--- config.mk ---
export PLATFORM = sky130hd
export DESIGN_NAME = riscv_cache_fill_ctrl
export DESIGN_NICKNAME = d
export VERILOG_FILES = /design/src/rtl/riscv_cache_fill_ctrl.sv
export SDC_FILE = /design/constraint.sdc
export NUM_CORES = 1
export LEC_CHECK = 0
export CELL_PAD_IN_SITES_DETAIL_PLACEMENT = 1
export CELL_PAD_IN_SITES_GLOBAL_PLACEMENT = 1
export CORE_MARGIN = 2
export CORE_UTILIZATION = 43
export DETAILED_ROUTE_END_ITERATION = 10
export DONT_BUFFER_PORTS = 1
export PLACE_DENSITY_LB_ADDON = 0.1
export SKIP_CTS_REPAIR_TIMING = 1
export SLEW_MARGIN = 0
export SYNTH_ARGS = -nofsm -noshare
export SYNTH_HDL_FRONTEND = slang
export SYNTH_SLANG_ARGS = --single-unit
--- constraint.sdc ---
create_clock -name clk_i -period 2.3 [get_ports clk_i]
set_input_delay 0.23 -clock clk_i [delete_from_list [all_inputs] [get_ports clk_i]]
set_output_delay 0.23 -clock clk_i [all_outputs]
set_load 0.01 [all_outputs]
--- src/rtl/riscv_cache_fill_ctrl.sv ---
// Cache line fill / evict / flush sequencer.
// Drives the BIU for victim write-back and line refill, and scans every way for flush.
module riscv_cache_fill_ctrl #(
    parameter int XLEN          = 32,
    parameter int WAYS          = 2,
    parameter int IDX_BITS      = 5,
    parameter int BLK_OFFS_BITS = 4
) (
    input  logic                clk_i,
    input  logic                rst_ni,
    input  logic                req_i,
    input  logic [XLEN-1:0]     req_adr_i,
    input  logic                hit_i,
    input  logic                way_dirty_i,
    input  logic [XLEN-1:0]     evict_adr_i,
    input  logic                flush_req_i,
    output logic                armed_o,
    output logic                flushing_o,
    output logic                filling_o,
    output logic [WAYS-1:0]     fill_way_select_o,
    output logic [IDX_BITS-1:0] flush_idx_o,
    output logic                biu_req_o,
    output logic                biu_we_o,
    output logic [XLEN-1:0]     biu_adr_o,
    input  logic                biu_ack_i,
    input  logic                biucmd_ack_i,
    output logic                stall_o,
    output logic                flush_done_o
);

    localparam int WAY_BITS = (WAYS > 1) ? $clog2(WAYS) : 1;

    typedef enum logic [2:0] {
        S_ARMED,
        S_EVICT,
        S_FILL,
        S_RECOVER,
        S_FL_RD,
        S_FL_WB,
        S_FL_CLR
    } state_e;

    state_e                state_q, state_d;
    logic [WAYS-1:0]       victim_q, victim_d;
    logic [XLEN-1:0]       evict_adr_q, evict_adr_d;
    logic [XLEN-1:0]       fill_adr_q, fill_adr_d;
    logic                  sent_q, sent_d;
    logic [IDX_BITS-1:0]   idx_q, idx_d;
    logic [WAY_BITS-1:0]   way_q, way_d;
    logic [1:0]            wait_q, wait_d;
    logic                  adv;
    logic [WAYS-1:0]       scan_sel;
    logic [XLEN-1:0]       line_mask;

    assign scan_sel  = WAYS'(1) << way_q;
    assign line_mask = {XLEN{1'b1}} << BLK_OFFS_BITS;

    always_ff @(posedge clk_i or negedge rst_ni) begin
        if (!rst_ni) begin
            state_q     <= S_ARMED;
            victim_q    <= WAYS'(1);
            evict_adr_q <= '0;
            fill_adr_q  <= '0;
            sent_q      <= 1'b0;
            idx_q       <= '0;
            way_q       <= '0;
            wait_q      <= '0;
        end else begin
            state_q     <= state_d;
            victim_q    <= victim_d;
            evict_adr_q <= evict_adr_d;
            fill_adr_q  <= fill_adr_d;
            sent_q      <= sent_d;
            idx_q       <= idx_d;
            way_q       <= way_d;
            wait_q      <= wait_d;
        end
    end

    always_comb begin
        state_d           = state_q;
        victim_d          = victim_q;
        evict_adr_d       = evict_adr_q;
        fill_adr_d        = fill_adr_q;
        sent_d            = sent_q;
        idx_d             = idx_q;
        way_d             = way_q;
        wait_d            = wait_q;
        adv               = 1'b0;
        armed_o           = 1'b0;
        flushing_o        = 1'b0;
        filling_o         = 1'b0;
        fill_way_select_o = victim_q;
        flush_idx_o       = idx_q;
        biu_req_o         = 1'b0;
        biu_we_o          = 1'b0;
        biu_adr_o         = '0;
        stall_o           = 1'b1;
        flush_done_o      = 1'b0;

        unique case (state_q)
            S_ARMED: begin
                armed_o = 1'b1;
                stall_o = (req_i & ~hit_i) | flush_req_i;
                if (flush_req_i) begin
                    state_d = S_FL_RD;
                    idx_d   = '0;
                    way_d   = '0;
                    wait_d  = '0;
                end else if (req_i && !hit_i) begin
                    evict_adr_d = evict_adr_i;
                    fill_adr_d  = req_adr_i & line_mask;
                    sent_d      = 1'b0;
                    state_d     = way_dirty_i ? S_EVICT : S_FILL;
                end
            end
            S_EVICT: begin
                biu_req_o = 1'b1;
                biu_we_o  = 1'b1;
                biu_adr_o = evict_adr_q;
                if (biu_ack_i) state_d = S_FILL;
            end
            S_FILL: begin
                filling_o = 1'b1;
                biu_req_o = ~sent_q;
                biu_adr_o = fill_adr_q;
                if (biu_ack_i && !sent_q) sent_d = 1'b1;
                if (biucmd_ack_i) state_d = S_RECOVER;
            end
            S_RECOVER: begin
                // Round-robin replacement: next victim is the next way up.
                victim_d = (victim_q << 1) | (victim_q >> (WAYS - 1));
                state_d  = S_ARMED;
            end
            S_FL_RD: begin
                fill_way_select_o = scan_sel;
                if (wait_q != 2'd2) begin
                    wait_d = wait_q + 2'd1;
                end else if (way_dirty_i) begin
                    evict_adr_d = evict_adr_i;
                    state_d     = S_FL_WB;
                end else begin
                    adv = 1'b1;
                end
            end
            S_FL_WB: begin
                fill_way_select_o = scan_sel;
                biu_req_o         = 1'b1;
                biu_we_o          = 1'b1;
                biu_adr_o         = evict_adr_q;
                if (biu_ack_i) adv = 1'b1;
            end
            S_FL_CLR: begin
                flushing_o   = 1'b1;
                flush_done_o = 1'b1;
                idx_d        = '0;
                way_d        = '0;
                state_d      = S_ARMED;
            end
            default: state_d = S_ARMED;
        endcase

        if (adv) begin
            wait_d  = '0;
            state_d = S_FL_RD;
            if (way_q == WAY_BITS'(WAYS - 1)) begin
                way_d = '0;
                if (idx_q == {IDX_BITS{1'b1}}) state_d = S_FL_CLR;
                else idx_d = idx_q + 1'b1;
            end else begin
                way_d = way_q + 1'b1;
            end
        end
    end

endmodule

---- Word level (Yosys, flattened, before mapping) ----
Index checks and enable logic that the tools add are counted.
storage, ports and cells
  flip-flop bits (word level) ............. 74
  output and inout port bits .............. 46
cells by class
  multiplexer cells ....................... 45
  bitwise logic cells ..................... 6
  shift-type cells ........................ 1
  reduce and logical (&&, ||, !) cells .... 17
  add/subtract/negate cells ............... 3
  equal/unequal tests ..................... 21
operators with widths
  kind                   count
  $mux W32               4
  $pmux W32 S2           2
  $mux W3                7
  $mux W5                4
  $ne A3 B3 Y1 const B   6
  $pmux W3 S5            1
  $mux W1                14
  $mux W2                7
  $ne A2 B2 Y1 const B   7
  $pmux W5 S2            1
  $eq A3 B3 Y1 const B   3
  $pmux W1 S2            4
  $eq A3 B2 Y1 const B   2
  $reduce_and A3 Y1      2
  $reduce_and A6 Y1      1
  $reduce_bool A3 Y1     2
  $add A5 B1 Y5 const B  1
  $eq A5 B5 Y1 const B   1
  $reduce_and A5 Y1      1
  $ne A4 B4 Y1 const B   1
  $pmux W2 S2            1
  $reduce_and A4 Y1      1
  $reduce_bool A2 Y1     2
  $reduce_or A2 Y1       2
  12 further kinds       16

---- Depth between registers and ports, before layout ----
Gate-level depths: netlist (run 1).
  depth in word-level cells ............... 6
  gate-level depth with buffers ........... 9

---- Least setup slack after synthesis (run 1) ----
OpenSTA, ideal clock, no wires.
  path kind ............................... reg-to-reg
  start point ............................. register idx_q[0] (netlist: flush_idx_o[0])
  end point ............................... register idx_q[3] (netlist: flush_idx_o[3])
  path buffers ............................ 1
  data arrival time ....................... 1669 ps
  cell stages (with the launch flop) ...... 8
  slack ................................... 504 ps
  required time ........................... 2174 ps
  setup time .............................. 126 ps
  cells stage by stage .................... dfrtp_1 -> ha_1 -> and3_1 -> ha_1 -> inv_1 -> o2111ai_1 -> buf_2 -> a311o_1
on the way
  word-level cells in the longest chain between the ends .. 4
ends and longest elaborated chain
  element                                        RTL line  RTL
  from (decl)                                    48        logic [IDX_BITS-1:0] idx_q, idx_d;
  from (signal assigned)                         74        idx_q <= idx_d;
  $add A5 B1 Y5 or $eq A5 B5 Y1 (tied branches)  169, 168
  $mux W5 (*)                                    168       if (idx_q == {IDX_BITS{1'b1}}) state_d = S_FL_CLR;
  $mux W5 (*)                                    166       if (way_q == WAY_BITS'(WAYS - 1)) begin
  $mux W5 (*)                                    163       if (adv) begin
  net idx_d[3]                                   48
Mark *: on every way through the listed nets, which the timed path passes. The rest lies on a longest branch.
A chain may end at the register's enable or synchronous reset.

---- Worst setup path in the final report (run 1) ----
  start point ............................. register state_q[1]
  end point ............................... output biu_req_o
on the way
  word-level cells in the longest chain between the ends .. 3
ends and longest elaborated chain
  element                                       RTL line  RTL
  from (decl)                                   43        state_e state_q, state_d;
  from (signal assigned)                        69        state_q <= state_d;
  $eq A3 B3 Y1 or $eq A3 B1 Y1 (tied branches)  101       unique case (state_q)
  $reduce_or A2 Y1 (no line)                    --
  $pmux W1 S2 (*)                               101
  to (decl)                                     22        output logic biu_req_o,
Mark *: on every way between the ends. The rest lies on a longest branch, timed or not.

==> results.md, run 1 <==
- Distinct cell type count after synthesis: 36
- Most used DFF post-synth: dfrtp_1
- RSZ-0062 raised after global routing: false
- Std cell rows: 32
- Port bufs: 0
- Power Dens Cells: 1360 mW/mm^2
- Critical path cell sequence: inv_1 -> nor3_2 -> buf_4 -> inv_1 -> o21ai_1
- Setup violators final: 0
- FF+latch count, synth: 74
- Post-synth EDFFs: 0
- Initial antenna violation count: 0
- CTS Buf Count: 9
- Clock Sinks: 74
- Met3 Routed Length: 691 um
- Slew Limit Headroom: 56.7%
- Initial core utilization: 44.5%
- Peak per-stage delay on the critical path: 0.55 ns
- Most frequent cells in the layout: 73 x dfrtp_1, 61 x mux2_2, 29 x a22o_1
- Post-route DRC violation count: 0
- Die width: 93.7 um
- Vias per cell: 5.75
- Clock slew at reported path FFs: 0.08 ns
- Final Cycle Share: 92.0%
- Total track usage: 18.4%
- Hold Slack: 0.00209 ns
- Die ar.: 0.00878 mm^2
- Die Ht: 93.7 um
- Minimum clock period: 2.11 ns
- Root Buffer: clkbuf_8
- Via count: 2213
- Area of the mapped netlist: 0.00346 mm^2
- DPL Wire Length: 5150 um
- Met2 Routed Length: 3600 um
- Fmax: 473 MHz
- Initial DRC Count: 67
- Top layer in use: met4
- FILL cells: 808
- CP required: 2.07 ns
- Antenna violation net count after detailed routing: 0
- Worst slew pin tran: 0.649 ns
- Syn_nets: 350
- Io pins: 118
- Pins over their slew limit: 0
- Max cap viols: 0
- DR pass1 iterations: 4
- Setup_tns: 0 ns
- Leak Pwr: 1.65 nW
- Post-Syn Area per Cell: 12.6 um^2
- Area Overhead vs Synth: 10.2%
- Final total power: 5.19 mW
- Crit path kind: reg -> out
- Routability Congestion: 0.783
- Slowest-stage cell, CP: dfrtp_1
- # nets final: 353
- Crit start category: flip-flop
- Status: complete, no violations
- Sequential area share after synthesis: 53.6%
- Vias in the first global route: 2379
- Gate Count Post-Synth: 275
- Met1 WL: 3360 um
- CTS tree: done
- Arrival time at the worst endpoint: 1.88 ns
- Setup crit end kind: primary output
- WL/cell: 20.1 um
- Antenna Cells: 0
- Clk_lat worst skew: 0.33 ns
- Core area: 0.00777 mm^2
- Routed WL: 7720 um
- Layout cell share with drive strength beyond 1: 33.6%
- CP Max Fanout: 16
- First-pass GRT wire length: 12400 um
- Commonest non-fill, non-tap cell in the layout: dfrtp_1
- Clk_skew: 0.0109 ns
- Grt ovf: 0
- Syn. warnings: 0
- H-tree levels: 3
- Fin. Hold Viols: 0
- CTS Buffer Depth: 2
- HP Class: in -> reg
- Async set-reset flop share out of synthesis: 100%
- Peak supply drop: 0.557 mV
- Largest net degree at the start of global routing: 75
- Critical path's most frequent cell: inv_1
-- per-stage QoR --
stage                     instances  instance area [um^2]  setup slack [ns]  util, %
after floorplan                 275                  3460             0.504        -
after global placement          367                  3560             0.420     45.9
after detailed placement        367                  3560             0.381     45.9
after CTS                       383                  3770            0.0570     48.6
after global routing            385                  3810            0.0402     49.1
final                           385                  3810             0.185     49.1
-- path summary, 6_finish.rpt --
check,slack (ns),start,depth (start not counted),to
max,0.19,state_q[1]$_DFFE_PN0P_,5,biu_req_o
min,0.002,biu_ack_i,1,state_q[0]$_DFFE_PN0P_
max reg2reg,0.34,state_q[0]$_DFFE_PN0P_,6,evict_adr_q[22]$_DFFE_PN0P_
min reg2reg,0.48,evict_adr_q[0]$_DFFE_PN0P_,1,evict_adr_q[0]$_DFFE_PN0P_
max in group asynchronous,1.54,rst_ni,2,evict_adr_q[26]$_DFFE_PN0P_
min in group asynchronous,0.40,rst_ni,2,state_q[2]$_DFFE_PN0P_
-- cell usage after synthesis, drive strengths merged, types with 2 or more instances --
library cell / number / area [um^2]
clkbuf: 6 / 22.5
a21oi: 4 / 20.0
and2: 6 / 37.5
o21ai: 15 / 75.1
a22o: 29 / 254
mux2: 62 / 698
a21o: 3 / 22.5
nand2b: 2 / 15.0
nand2: 14 / 52.6
inv: 9 / 33.8
dfrtp: 73 / 1830
nor2b: 2 / 12.5
nand3: 5 / 25.0
buf: 13 / 86.3
nor3: 3 / 15.0
nor3b: 3 / 22.5
ha: 3 / 37.5
a22oi: 4 / 43.8
nor2: 7 / 26.3
-- per-layer routing --
metal	up-vias	global-route usage [%]
met5	-	0
met4	0	5.80
met1	1118	23.2
met2	79	29.5
met3	8	6.66
li1	1008	-
-- report_power, final --
part / switching [mW] / total, mW / internal, mW
Clock: 0.495 / 1.06 / 0.567
Sequential: 0.369 / 2.26 / 1.89
Combinational: 0.958 / 1.87 / 0.911
-- cells by family after synthesis --
| group | synth area share [%] |
|---|---|
| AOI/OAI and AO/OA | 13.6 |
| DFF | 53.6 |
| and+or+nand+nor | 7.42 |
| adders and majority gates | 1.09 |
| buffers and inverters | 4.12 |
| muxes | 20.2 |
-- flip-flops by register name (all words and copies together), names as in the netlist --
name and count:
state_q 3, sent_q 1, wait_q 2, way_q 1, victim_q 2, flush_idx_o 5, evict_adr_q 32, fill_adr_q 28
-- critical path: cells and delay by family (launching register included) --
family / cells / cell delay, ns
flops: 1 / 0.55
buf+inv: 3 / 0.51
compound gates: 1 / 0.25
simple gates: 1 / 0.23
-- cell type report --
cell class	instances	area, um^2	share of cell area (%)
Sequential cell	74	1850	48.6
Multi-Input combinational cell	173	1470	38.5
Clock buffer	11	151	3.97
Tap cell	102	128	3.35
Timing Repair Buffer	11	118	3.09
Clock inverter	5	60.1	1.58
Inverter	9	33.8	0.886
Power figures use the tool's default switching activity.
==> inputs of run 2 (changes only) <==
--- a/config.mk
+++ b/config.mk
@@ -7,6 +7,7 @@
 export LEC_CHECK = 0
 export CELL_PAD_IN_SITES_DETAIL_PLACEMENT = 1
 export CELL_PAD_IN_SITES_GLOBAL_PLACEMENT = 1
+export CORE_ASPECT_RATIO = 1.5
 export CORE_MARGIN = 2
 export CORE_UTILIZATION = 43
 export DETAILED_ROUTE_END_ITERATION = 10
==> results.md, run 2 (synthesized netlist as in run 1, its figures left out) <==
- WP buf/inv: 2
- M3 GR Usage: 5.38%
- Top Family by Delay on Critical Path: flip-flops
- RR Startpoint: state_q[1]$_DFFE_PN0P_
- FILL cells: 841
- Setup crit end kind: primary output
- CP startpoint: state_q[2]$_DFFE_PN0P_
- Clk_lat worst skew: 0.32 ns
- Int Pwr: 3.67 mW
- Max reg flops: 32
- Final Cycle Share: 90.3%
- Logic pwr share: 34.9%
- Critical path cell sequence: buf_4 -> nor3_2 -> buf_12 -> a22o_1
- Crit path kind: reg -> out
- Setup Slack @ Placement: 0.298 ns
- Max cap viols: 0
- CTS tree: done
- CP required: 2.07 ns
- Setup_tns: 0 ns
- Antenna violation net count after detailed routing: 0
- Power Dens Cells: 1410 mW/mm^2
- H-tree levels: 3
- Post-route DRC violation count: 0
- Grt ovf: 0
- PnR worst setup slack: 0.222 ns
- Initial core utilization: 43.7%
- Fmax: 481 MHz
- GR peak layer: met2
- Io pins: 118
- CP Max Fanout: 30
- Minimum clock period: 2.08 ns
- Final core utilization: 49.6%
- Core area: 0.00791 mm^2
- Final total power: 5.52 mW
- # nets final: 354
- Initial antenna violation count: 0
- Vias in the first global route: 2349
- Leak Pwr: 1.70 nW
- CTS Buffer Depth: 2
- Port bufs: 0
- Slew Limit Headroom: 67.3%
- Peak per-stage delay on the critical path: 0.51 ns
- Clk_skew: 0.00398 ns
- DPL Wire Length: 5280 um
- Area Overhead vs Synth: 13.5%
- Clock slew at reported path FFs: 0.06 ns
- Routed WL: 7870 um
- RSZ-0062 raised after global routing: false
- Die ar.: 0.00879 mm^2
- Commonest non-fill, non-tap cell in the layout: dfrtp_1
- Total track usage: 18.3%
- Setup violators final: 0
- Peak supply drop: 0.725 mV
- Slowest-stage cell, CP: dfrtp_1
- M2 GR Usage: 31.1%
- Routability Congestion: 0.763
- Net switching power: 1.84 mW
- Switch share: 33.4%
- Most frequent cells in the layout: 72 x dfrtp_1, 61 x mux2_2, 29 x a22o_1
- Crit start category: flip-flop
- Flop pwr share: 40.9%
- Fin. Hold Viols: 0
- Arrival time at the worst endpoint: 1.85 ns
- Antenna Cells: 0
- Root Buffer: clkbuf_16
- Vias per cell: 5.65
- Std cell rows: 40
- Worst slew pin tran: 0.485 ns
- First-pass GRT wire length: 12300 um
- GR Layer Usage met1: 21.4%
- Initial DRC Count: 47
- HP Class: in -> reg
- DR pass1 iterations: 4
- Via count: 2196
- Status: complete, no violations
- Clock Sinks: 74
- Clock power share: 24.2%
- CTS Buf Count: 9
- Largest Register: evict_adr_q
- HP Start: biu_ack_i
- Layout cell share with drive strength beyond 1: 33.8%
- WL/cell: 20.2 um
- Die width: 77.2 um
- Pins over their slew limit: 0
- Largest net degree at the start of global routing: 75
- Die Ht: 114 um
-- run 2: cell type report --
type / instances / area (um^2) / share of cell area, %
inverters: 9 / 33.8 / 0.861
clock buffers: 10 / 229 / 5.84
clock inverters: 6 / 57.6 / 1.47
well taps: 105 / 131 / 3.35
multi-input cells: 173 / 1470 / 37.4
repair buffers: 12 / 150 / 3.83
flip-flops and latches: 74 / 1850 / 47.3
-- run 2: final timing paths --
kind / end / slack [ns] / cells after the start
max: biu_adr_o[30] / 0.22 / 4
min: state_q[0]$_DFFE_PN0P_ / 0.02 / 1
max reg2reg: evict_adr_q[15]$_DFFE_PN0P_ / 0.35 / 6
min reg2reg: evict_adr_q[0]$_DFFE_PN0P_ / 0.48 / 1
max in group asynchronous: victim_q[0]$_DFFE_PN1N_ / 1.49 / 2
min in group asynchronous: state_q[0]$_DFFE_PN0P_ / 0.46 / 2
-- run 2: worst register-to-register path, delay by kind of cell (launching register included) --
family	cells	cell delay, ns
mux	1	0.36
flops	1	0.49
simple gates	3	0.56
compound gates	1	0.17
buf+inv	1	0.26
-- run 2: stage by stage --
step	instances	hold WS, ns	area, um^2
3_3_place_gp	371	-0.0635	3600
4_1_cts	387	-0.420	3880
2_1_floorplan	275	-0.0656	3460
6_report	389	0.0164	3920
5_1_grt	389	0.0190	3920
3_5_place_dp	371	-0.0639	3600
-- run 2: metal layers --
| metal | part of all wire (%) | vias to the layer above |
|---|---|---|
| met1 | 40 | 1119 |
| met3 | 6.1 | 8 |
| li1 | - | 1001 |
| met2 | 52 | 68 |
| met5 | 0 | - |
| met4 | 1.3 | 0 |
-- run 2: power by group through the flow --
stage	sequential, mW	clock (mW)	combinational (mW)
4_1_cts	2.25	1.38	1.93
3_3_place_gp	2.24	0	1.88
5_1_grt	2.35	1.43	2.11
2_1_floorplan	2.13	0	1.60
3_5_place_dp	2.28	0	1.93
6_report	2.26	1.34	1.93
